## src/rtl/mcu_program_loader.sv

```systemverilog
// Byte-stream boot loader: parses SYNC/addr/count/data/checksum frames, writes the
// MCU instruction memory and releases the MCU from reset once the image is verified.
module mcu_program_loader #(
  parameter logic [7:0]  SYNC_BYTE  = 8'hA5,
  parameter int unsigned ADDR_WIDTH = 8
) (
  input  logic                  Clk,
  input  logic                  Reset,
  input  logic                  i_reload,
  input  logic [7:0]            i_data,
  input  logic                  i_valid,
  output logic                  o_ready,
  output logic                  o_imem_we,
  output logic [ADDR_WIDTH-1:0] o_imem_addr,
  output logic [7:0]            o_imem_wdata,
  output logic                  o_mcu_reset,
  output logic [ADDR_WIDTH-1:0] o_mcu_resetPC,
  output logic                  o_busy,
  output logic                  o_done,
  output logic                  o_error
);

  localparam int unsigned CNT_W = 9;

  typedef enum logic [2:0] {
    S_IDLE  = 3'd0,
    S_ADDR  = 3'd1,
    S_COUNT = 3'd2,
    S_DATA  = 3'd3,
    S_CHECK = 3'd4,
    S_RUN   = 3'd5,
    S_ERROR = 3'd6
  } state_t;

  state_t                r_state;
  logic [ADDR_WIDTH-1:0] r_ptr;
  logic [CNT_W-1:0]      r_rem;
  logic [7:0]            r_sum;

  state_t                w_state_nxt;
  logic [ADDR_WIDTH-1:0] w_ptr_nxt;
  logic [CNT_W-1:0]      w_rem_nxt;
  logic [7:0]            w_sum_nxt;
  logic                  w_we_nxt;
  logic [ADDR_WIDTH-1:0] w_addr_nxt;
  logic [7:0]            w_wdata_nxt;
  logic [ADDR_WIDTH-1:0] w_pc_nxt;
  logic                  w_ready_nxt;
  logic                  w_busy_nxt;
  logic                  w_done_nxt;
  logic                  w_error_nxt;
  logic                  w_mcu_reset_nxt;
  logic                  w_xfer;
  logic [7:0]            w_sum_add;

  assign w_xfer    = i_valid && o_ready;
  assign w_sum_add = r_sum + i_data;

  // State and datapath registers
  always_ff @(posedge Clk or negedge Reset) begin
    if (!Reset) begin
      r_state       <= S_IDLE;
      r_ptr         <= '0;
      r_rem         <= '0;
      r_sum         <= '0;
      o_ready       <= 1'b1;
      o_imem_we     <= 1'b0;
      o_imem_addr   <= '0;
      o_imem_wdata  <= '0;
      o_mcu_reset   <= 1'b1;
      o_mcu_resetPC <= '0;
      o_busy        <= 1'b0;
      o_done        <= 1'b0;
      o_error       <= 1'b0;
    end else begin
      r_state       <= w_state_nxt;
      r_ptr         <= w_ptr_nxt;
      r_rem         <= w_rem_nxt;
      r_sum         <= w_sum_nxt;
      o_ready       <= w_ready_nxt;
      o_imem_we     <= w_we_nxt;
      o_imem_addr   <= w_addr_nxt;
      o_imem_wdata  <= w_wdata_nxt;
      o_mcu_reset   <= w_mcu_reset_nxt;
      o_mcu_resetPC <= w_pc_nxt;
      o_busy        <= w_busy_nxt;
      o_done        <= w_done_nxt;
      o_error       <= w_error_nxt;
    end
  end

  // Next-state and next-output logic; reload wins over a simultaneous byte
  always_comb begin
    w_state_nxt = r_state;
    w_ptr_nxt   = r_ptr;
    w_rem_nxt   = r_rem;
    w_sum_nxt   = r_sum;
    w_we_nxt    = 1'b0;
    w_addr_nxt  = o_imem_addr;
    w_wdata_nxt = o_imem_wdata;
    w_pc_nxt    = o_mcu_resetPC;

    if (i_reload) begin
      w_state_nxt = S_IDLE;
    end else if (w_xfer) begin
      case (r_state)
        S_IDLE: begin
          if (i_data == SYNC_BYTE) w_state_nxt = S_ADDR;
        end
        S_ADDR: begin
          w_ptr_nxt   = ADDR_WIDTH'(i_data);
          w_pc_nxt    = ADDR_WIDTH'(i_data);
          w_sum_nxt   = 8'h00;
          w_state_nxt = S_COUNT;
        end
        S_COUNT: begin
          // A zero count encodes a full 256-byte block
          w_rem_nxt   = (i_data == 8'h00) ? CNT_W'(256) : CNT_W'(i_data);
          w_state_nxt = S_DATA;
        end
        S_DATA: begin
          w_we_nxt    = 1'b1;
          w_addr_nxt  = r_ptr;
          w_wdata_nxt = i_data;
          w_ptr_nxt   = r_ptr + ADDR_WIDTH'(1);
          w_sum_nxt   = w_sum_add;
          w_rem_nxt   = r_rem - CNT_W'(1);
          if (r_rem == CNT_W'(1)) w_state_nxt = S_CHECK;
        end
        S_CHECK: begin
          w_state_nxt = (w_sum_add == 8'h00) ? S_RUN : S_ERROR;
        end
        default: begin
          w_state_nxt = r_state;
        end
      endcase
    end

    // Status outputs are a pure function of the state being entered
    w_ready_nxt     = (w_state_nxt != S_RUN) && (w_state_nxt != S_ERROR);
    w_busy_nxt      = (w_state_nxt == S_ADDR) || (w_state_nxt == S_COUNT) ||
                      (w_state_nxt == S_DATA) || (w_state_nxt == S_CHECK);
    w_done_nxt      = (w_state_nxt == S_RUN);
    w_error_nxt     = (w_state_nxt == S_ERROR);
    w_mcu_reset_nxt = (w_state_nxt != S_RUN);
  end

endmodule

```

## config.mk

```make
export PLATFORM = sky130hd
export DESIGN_NAME = mcu_program_loader
export DESIGN_NICKNAME = d
export VERILOG_FILES = /design/src/rtl/mcu_program_loader.sv
export SDC_FILE = /design/constraint.sdc
export NUM_CORES = 1
export LEC_CHECK = 0
export ABC_AREA = 1
export CORE_MARGIN = 2
export CORE_UTILIZATION = 25
export DETAILED_ROUTE_END_ITERATION = 6
export HOLD_SLACK_MARGIN = 0.03
export PLACE_DENSITY = 0.39
export SYNTH_ARGS = -nofsm -noshare
export SYNTH_HDL_FRONTEND = slang
export SYNTH_SLANG_ARGS = --single-unit
```

## constraint.sdc

```tcl
create_clock -name Clk -period 5.9 [get_ports Clk]
set_clock_uncertainty 0.2 [all_clocks]
set_input_delay 1.77 -clock Clk [delete_from_list [all_inputs] [get_ports Clk]]
set_output_delay 1.77 -clock Clk [all_outputs]
set_load 0.005 [all_outputs]
```

==> summary.md, run 1 <==
| Metric | Value |
|---|---|
| Via count | 2619 |
| DP HPWL | 5864 um |
| Slew HR | 0.4744 |
| Main area contributors after synthesis | dfrtp_1 45%, nand2_1 11%, o21ai_0 7.2% |
| CTS tree | yes |
| Top cell type's share of synthesized area | 0.4498 |
| ANT cells | 0 |
| Final global-route overflow total | 0 |
| Initial antenna violation count | 0 |
| Pwr dens | 380.1 mW/mm2 |
| Register bit total from synthesis | slightly below 60 |
| Nets | 450 |
| H-tree depth | 3 |
| Die ar. | 0.01337 mm2 |
| Worst setup SP type | primary input |
| Fin util | 0.3335 |
| Cell Area, Placed | 0.003711 mm2 |
| CP arrival | between 4 and 5 ns |
| Antenna Nets Post-Route | 0 |
| Maximum VDD drop | between 0.1 and 0.15 mV |
| Vias per cell | 4.365 |
| Layout Area Growth over Synthesis | 29.64% |
| Crit end category | flip-flop |
| Row cnt | 40 |
| Critical path class | in2reg |
| Critical path required time | 5.93 ns |
| Post-CTS Setup Bufs | 0 |
| Synth Area per Inst | 8.156 um2 |
| # IOs | 42 |
| Crit path cell chain | clkdlybuf4s50_1 -> ha_1 -> fa_1 -> nand2_1 -> nand2_1 -> nand3_2 -> nand2_1 -> nand2_1 -> nand2_1 -> nor2_2 -> nand3_1 -> nand2_1 -> nand2_1 -> nand2_2 -> nand2_4 -> nand2_2 -> nand2_1 -> nand2_1 -> inv_1 |
| Max Slew Vio Count | 0 |
| Slowest Stage Delay on Critical Path | 0.47 ns |
| Fmax | 0.2509 GHz |
| Cts hold-fix bufs | 0 |
| Die W | 115.6 um |
| Hold Crit Class | reg2reg |
| Starting density of the core | 0.2572 |
| Number of global-route vias before repair | ~2.6k |
| Top cell type by total area after synthesis | dfrtp_1 |
| Die height | approximately 120 um |
| Final Cell Area | 0.004039 mm2 |
| Root buffer cell | clkbuf_16 |
| Most used cell, CP | nand2_1 |
| First-pass GRT wire length | 13830 um |
| Clk slew on worst S/H paths | about 0.06 ns |
| Worst slew pin tran | 0.7884 ns |
| Cts repair resizes | 0 |
| Layout cell share with drive strength beyond 1 | 0.1134 |
| Netlist cell types | 34 |
| CP max FO | 4 |
| # DRC | 0 |
| Commonest non-fill, non-tap cell in the layout | nand2_1 |
| Tmin final | 3.985 ns |
| Slowest CP cell | clkdlybuf4s50_1 |
| Mapped Cells | 382 |
| WL per Instance | 14.05 um |
| Largest net degree at the start of global routing | 59 |
| Sink count of the clock tree | 58 |
| Tot GR Track Use | 0.1360 |
| First drt pass iteration count | 4 |
| Static Leak | between 1.5 and 2 nW |
| Status | finished, final reports clean |
| Ys Warns | 0 |
| Register area share after synthesis | 0.4667 |
| Port-buffer cells | 41 |
| CTS max path bufs | 2 |
| # setup viols final | 0 |
| Placer Congestion | 0.7807 |
| Iter 0 DRT Violations | 115 |
| Syn nets | 405 |
| # Max-Cap Violations | 0 |
| Commonest non-fill, non-tap cells in the layout | 95 x nand2_1, 56 x dfrtp_1, 50 x inv_1 |
| Num CTS Buffers | 9 |
| Mapped Area | 0.003115 mm2 |
| Setup TNS | 0 ns |
| Clk_lat worst skew | 0.33 ns |
| # fillers | 1313 |
| Unrepaired setup endpoints after global routing | no |
| Tcrit/Tclk final | 0.6754 |
| Total core area | 0.01211 mm2 |
| Final hold violations | 0 |
| WL final | 8428 um |
-- cells by family (layout without fill, tap and decap cells) --
family                   after synthesis  in the layout  synth area share
XOR/XNOR                               5              5           0.01406
AO/OA/AOI/OAI                         77             77            0.1430
buffers and inverters                 66            116           0.08112
flip-flops                            58             58            0.4667
AND/OR/NAND/NOR                      165            165            0.2486
adder cells (fa/ha/maj)               11             11           0.04659
-- worst max-delay path: cells and delay by family --
family	cells	cell delay [ns]
adders and majority gates	2	0.70
and+or+nand+nor	15	1.03
buffers and inverters	2	0.51
-- final timing paths --
| check | start | depth (start not counted) | endpoint | slack (ns) |
|---|---|---|---|---|
| setup / recovery | i_data[0] | 19 | o_busy | 1.92 |
| hold / removal | o_imem_wdata[1] | 2 | o_imem_wdata[1] | 0.28 |
| setup reg to reg | r_state[2] | 10 | o_ready | 3.23 |
| hold reg to reg | o_imem_wdata[1] | 2 | o_imem_wdata[1] | 0.28 |
| max in group asynchronous | Reset | 2 | o_mcu_resetPC[5] | 3.57 |
| min in group asynchronous | Reset | 2 | o_imem_wdata[7] | 1.39 |
-- area by class of cell --
| class | count | area (um2) | area share |
|---|---|---|---|
| Timing Repair Buffer | 44 | 427.9 | 0.1059 |
| Tap cell | 168 | 210.2 | 0.05204 |
| Clock buffer | 9 | 225.2 | 0.05576 |
| Sequential cell | 58 | 1454 | 0.3600 |
| Inverter | 56 | 210.2 | 0.05204 |
| Multi-Input combinational cell | 258 | 1409 | 0.3488 |
| Clock inverter | 7 | 102.6 | 0.02540 |
-- report_power, final --
group	switching, W	total [W]	internal (W)	leakage [nW]
sequential	0.0000623	0.000557	0.000495	0.740
clock	0.000210	0.000583	0.000373	0.156
combinational	0.000204	0.000395	0.000190	0.991
-- registers in the layout, summed over array words and instances, names as in the netlist --
register       count
o_error            1
r_sum              8
r_ptr              8
o_mcu_reset        1
r_rem              9
o_imem_addr        8
o_mcu_resetPC      8
r_state            3
o_imem_wdata       8
o_busy             1
o_done             1
o_ready            1
o_imem_we          1
-- synth_stat cells --
master    instances
o22ai_4           1
nand2_4           3
or2_4             1
a31oi_1           5
a22oi_1           3
nor4_1            3
buf_2             4
dfrtp_1          56
o22ai_1           2
nand3_2           2
inv_2             6
fa_1              1
dfstp_2           2
nand3_1          17
clkbuf_1          6
a21oi_2           1
nand4_1           2
a21oi_1          12
o211ai_1          1
nor2_2            3
o31ai_1           2
a22o_1            4
o21ai_0          45
xnor2_1           1
a21boi_0          1
nand4_4           1
xor2_1            4
nand2_2           4
ha_1             10
nor2_4            5
nand2_1          95
inv_1            50
nor3_1            7
nor2_1           22
-- metrics by stage --
step                hold WS (ns)  setup slack, ns  total power, W  std cells
floorplan                 0.2531            2.248       0.0007802        382
global placement          0.2692            1.607       0.0009658        584
detailed placement        0.2613            1.567       0.0009651        584
CTS                       0.2824            1.911        0.001560        600
global route              0.3026            1.697        0.001639        600
finish                    0.2801            1.915        0.001535        600
-- metal layers --
metal  up-vias  routed length (um)  GRT usage
met2        34                3926     0.2086
li1       1328                   -          -
met1      1248                4186     0.1891
met3         9                 218    0.02406
met4         0                  97    0.05873
met5         -                   0          0
Note: power is estimated with default switching activity, not from simulation.
==> run 2: changes to the inputs <==
clock period = 3.8 ns   (was 5.9 ns; I/O delays follow)
==> run 2 against run 1 <==
Sequential share of layout area about the same. Combinational power rose by 58%. Register-to-register slack worse by 1.8 ns. Sequential power rose by 55%. Cell count up 1.3%. Power rose by 44%. First-iteration DRC count down 4.3%. Critical path type unchanged.
==> summary.md, run 2 (synthesis results as in run 1) <==
| Metric | Value |
|---|---|
| # IOs | 42 |
| Worst slew pin tran | 0.5086 ns |
| Vias per cell | 4.347 |
| Pwr dens | 549.0 mW/mm2 |
| Commonest non-fill, non-tap cells in the layout | 95 x nand2_1, 56 x dfrtp_1, 50 x inv_1 |
| CTS max path bufs | 2 |
| Commonest non-fill, non-tap cell in the layout | nand2_1 |
| Slew HR | 0.6605 |
| Die ar. | 0.01337 mm2 |
| # Max-Cap Violations | 0 |
| Max Slew Vio Count | 0 |
| Iter 0 DRT Violations | 110 |
| Tcrit/Tclk final | 0.8627 |
| Critical path class | in2reg |
| Worst setup SP type | primary input |
| Root buffer cell | clkbuf_16 |
| Tot GR Track Use | 0.1337 |
| Initial antenna violation count | 0 |
| Reg2Reg Depth | 9 |
| Post-CTS Setup Bufs | 0 |
| Hold Crit Class | reg2reg |
| Largest net degree at the start of global routing | 36 |
| Num CTS Buffers | 9 |
| # DRC | 0 |
| ANT cells | 0 |
| Dpl ws | 0.1509 ns |
| H-tree depth | 3 |
| Cts repair resizes | 0 |
| R2r setup slk | 1.41 ns |
| # fillers | 1320 |
| Number of global-route vias before repair | 2690 |
| CP max FO | 4 |
| Maximum VDD drop | 0.2154 mV |
| Layout Area Growth over Synthesis | 29.52% |
| Largest Register | r_rem |
| Min-Delay Path Depth | 2 |
| WL per Instance | around 14 um |
| Crit path cell chain | clkdlybuf4s50_1 -> ha_1 -> fa_1 -> nand2_1 -> nand2_1 -> nand3_2 -> nand2_1 -> nand2_1 -> nand2_1 -> nor2_2 -> nand3_1 -> nand2_1 -> nand2_1 -> nand2_2 -> nand2_4 -> nand2_2 -> nand2_1 -> nand2_1 -> inv_1 |
| Number of flip-flops in the largest register | 9 |
| Sink count of the clock tree | 58 |
| Layout cell share with drive strength beyond 1 | 0.1250 |
| Slowest CP cell | clkdlybuf4s50_1 |
| Most used cell, CP | nand2_1 |
| Cts hold-fix bufs | 0 |
| Clk_lat worst skew | approximately 0.32 ns |
| Die W | 115.6 um |
| Antenna Nets Post-Route | 0 |
| Fmax | 0.3050 GHz |
| First drt pass iteration count | 4 |
| CTS tree | yes |
| Static Leak | around 1.9 nW |
| Final global-route overflow total | 0 |
| Slowest Stage Delay on Critical Path | about 0.43 ns |
| Setup TNS | 0 ns |
| Via count | 2643 |
| Status | finished, final reports clean |
| Critical path required time | about 3.8 ns |
| Unrepaired setup endpoints after global routing | no |
| WL final | about 8400 um |
| Die height | 115.6 um |
| Row cnt | 40 |
| Port-buffer cells | 41 |
| Final setup margin | 0.5217 ns |
| Nets | 458 |
| Final hold violations | 0 |
| Clk slew on worst S/H paths | 0.06 ns |
| Total core area | 0.01211 mm2 |
| Tmin final | around 3.3 ns |
| First-pass GRT wire length | 13740 um |
| DP HPWL | roughly 6000 um |
| # setup viols final | 0 |
| Crit end category | flip-flop |
| Placer Congestion | 0.7665 |
| CP arrival | 3.30 ns |
| Starting density of the core | 0.2572 |
-- run 2: cell count changes in the layout (fill, tap and decap cells not counted), sizes merged --
| cell | before | now |
|---|---|---|
| buf | 4 | 12 |
| bufinv | 2 | 0 |
| clkbuf | 9 | 11 |
| clkinv | 3 | 4 |
| inv | 57 | 56 |
-- run 2: final timing paths --
kind,from,end
max,i_data[0],o_busy
min,o_imem_addr[6],o_imem_addr[6]
max reg2reg,r_state[2],o_imem_wdata[4]
min reg2reg,o_imem_addr[6],o_imem_addr[6]
max in group asynchronous,Reset,o_ready
min in group asynchronous,Reset,o_mcu_resetPC[6]
-- run 2: per-stage QoR --
step / area (um2) / power [W] / std cells / utilization / hold WS, ns
floorplan: 3115 / 0.001211 / 382 / - / 0.2531
global placement: 3771 / 0.001503 / 592 / 0.3114 / 0.2670
detailed placement: 3771 / 0.001506 / 592 / 0.3114 / 0.2720
CTS: 4035 / 0.002246 / 608 / 0.3332 / 0.2861
global route: 4035 / 0.002380 / 608 / 0.3332 / 0.3128
finish: 4035 / 0.002215 / 608 / 0.3332 / 0.2797
-- run 2: layout make-up --
class,count,area (um2),area share
timing repair buffer,52,488.0,0.1209
inverter,56,210.2,0.05209
clock inverter,5,31.28,0.007752
sequential,58,1454,0.3603
tap,168,210.2,0.05209
multi-input combinational,258,1409,0.3491
clock buffer,11,232.7,0.05767
-- run 2: power breakdown --
part | switching (W) | internal, W | total (W)
sequential | 0.0000956 | 0.000769 | 0.000864
clock | 0.000290 | 0.000439 | 0.000728
combinational | 0.000322 | 0.000301 | 0.000623
total | 0.000707 | 0.00151 | 0.00222
-- run 2: per-layer routing --
layer	vias to the layer above	part of all wire	GRT usage
li1	1345	-	-
met3	5	0.028	0.02720
met4	0	0.0098	0.03810
met2	39	0.46	0.2179
met5	-	0	0
met1	1254	0.50	0.1809
-- run 2: critical path, delay by kind of cell --
kind	cells	cell delay, ns
and+or+nand+nor	15	1.03
adders and majority gates	2	0.68
buffers and inverters	2	0.46
==> run 3: changes to the inputs <==
CORE_MARGIN = 3   (was 2)
DONT_BUFFER_PORTS = 1   (was unset)
PLACE_DENSITY = 0.34   (was 0.39)
SLEW_MARGIN = 20   (was unset)
==> run 3 against run 2 <==
First-iteration DRC count fell by 28%. Combinational power fell by 33%. Setup slack improved by 0.44 ns. Cell count fell by 8.2%. Hold slack improved by 0.0026 ns. Non-clock buffer count fell by 50. Largest cell class unchanged. Highest routed layer unchanged.
==> summary.md, run 3 (synthesis results as in run 1) <==
| Metric | Value |
|---|---|
| Worst slew pin tran | 0.5890 ns |
| Vias per cell | about 4.4 |
| First-pass GRT wire length | 13340 um |
| Iter 0 DRT Violations | 79 |
| Via count | 2430 |
| Row cnt | 40 |
| Final global-route overflow total | 0 |
| Worst setup SP type | primary input |
| Fin util | 0.2955 |
| Slowest Stage Delay on Critical Path | 0.43 ns |
| Cts repair resizes | 0 |
| Port-buffer cells | 0 |
| WL per Instance | 14.99 um |
| # DRC | 0 |
| Die ar. | between 0.01 and 0.015 mm2 |
| Pwr Total | approximately 0.0021 W |
| Commonest non-fill, non-tap cell in the layout | nand2_1 |
| CTS tree | yes |
| Root buffer cell | clkbuf_16 |
| Nets | 408 |
| Placed insts | 542 |
| Tcrit/Tclk final | 0.7481 |
| Cell Area, Placed | between 0.003 and 0.004 mm2 |
| Largest Register | r_rem |
| Maximum VDD drop | roughly 0.26 mV |
| Starting density of the core | 0.2572 |
| Setup TNS | 0 ns |
| Layout cell share with drive strength beyond 1 | 0.1205 |
| First drt pass iteration count | 4 |
| Die W | between 100 and 150 um |
| DP HPWL | 5940 um |
| Critical path class | in2reg |
| Total core area | 0.01211 mm2 |
| Clk_lat worst skew | roughly 0.34 ns |
| H-tree depth | 3 |
| # IOs | 42 |
| Commonest non-fill, non-tap cells in the layout | 95 x nand2_1, 56 x dfrtp_1, 50 x inv_1 |
| CTS max path bufs | 2 |
| Fin cells | 558 |
| Fmax | 0.3518 GHz |
| Status | finished, final reports clean |
| CP arrival | 2.87 ns |
| Number of global-route vias before repair | 2370 |
| Unrepaired setup endpoints after global routing | no |
| Max Slew Vio Count | 0 |
| Final Cell Area | 0.003578 mm2 |
| Layout Area Growth over Synthesis | 14.86% |
| Number of flip-flops in the largest register | 9 |
| ANT cells | 0 |
| Num CTS Buffers | 9 |
| Die height | between 100 and 150 um |
| Pwr dens | 578.2 mW/mm2 |
| Cts hold-fix bufs | 0 |
| Slew HR | 0.6068 |
| Hold Crit Class | reg2reg |
| CP max FO | 4 |
| Largest net degree at the start of global routing | 59 |
| Antenna Nets Post-Route | 0 |
| Initial antenna violation count | 0 |
| WL final | 8365 um |
| Static Leak | 1.704 nW |
| Tot GR Track Use | 0.1265 |
| Slowest CP cell | fa_1 |
| Tmin final | 2.843 ns |
| # setup viols final | 0 |
| Crit end category | flip-flop |
| Final hold violations | 0 |
| Placer Congestion | 0.7102 |
| Sink count of the clock tree | 58 |
| Critical path required time | between 3 and 4 ns |
| # Max-Cap Violations | 0 |
| Crit path cell chain | ha_1 -> fa_1 -> xor2_1 -> nor2_1 -> nand3_1 -> nor2_2 -> nand3_1 -> nand2_1 -> nand2_1 -> nand2_2 -> nand2_4 -> nand2_2 -> nand2_1 -> nand2_1 -> inv_1 |
| Clk slew on worst S/H paths | around 0.050 ns |
| Most used cell, CP | nand2_1 |
| Post-CTS Setup Bufs | 0 |
## run 3: through the flow
stage	hold WS [ns]	setup WS, ns
floorplan	0.2531	0.7782
global placement	0.2745	0.6481
detailed placement	0.2734	0.5972
CTS	0.2790	0.9491
global route	0.2727	0.7877
finish	0.2824	0.9573
## run 3: area by class of cell
class                      instances  area, um2
clock inverter                     6      41.29
multi-input combinational        258       1409
inverter                          56      210.2
fill                            1341       8533
tap                              168      210.2
clock buffer                      10      239.0
timing repair buffer               2      15.01
sequential                        58       1454
## run 3: report_power, final
part,internal [W],total (W),leakage [nW],switching [W]
Clock,0.000458,0.000766,0.131,0.000308
Combinational,0.000161,0.000415,0.833,0.000254
Sequential,0.000769,0.000888,0.740,0.000119
Total,0.00139,0.00207,1.70,0.000680
## run 3: final timing paths
path | start | end | slack (ns) | depth (start not counted)
worst max-delay path | i_data[0] | o_busy | 0.96 | 15
min in group asynchronous | Reset | o_mcu_resetPC[6] | 0.30 | 0
worst max register to register | r_state[2] | o_ready | 1.15 | 10
max in group asynchronous | Reset | o_mcu_reset | 2.92 | 0
worst min register to register | r_sum[2] | r_sum[2] | 0.28 | 2
worst min-delay path | r_sum[2] | r_sum[2] | 0.28 | 2
## run 3: metal layers
metal / global-route usage / wire length [um] / up-vias
met5: 0 / 0 / -
met4: 0.06154 / 208 / 0
met3: 0.03892 / 345 / 12
met2: 0.1976 / 3854 / 45
met1: 0.1589 / 3957 / 1133
li1: - / - / 1240
## run 3: worst max-delay path: cells and delay by family
family	cells	cell delay [ns]
buffers and inverters	1	0.04
xor gates and xnor gates	1	0.20
adders and majority gates	2	0.65
and+or+nand+nor	11	0.83
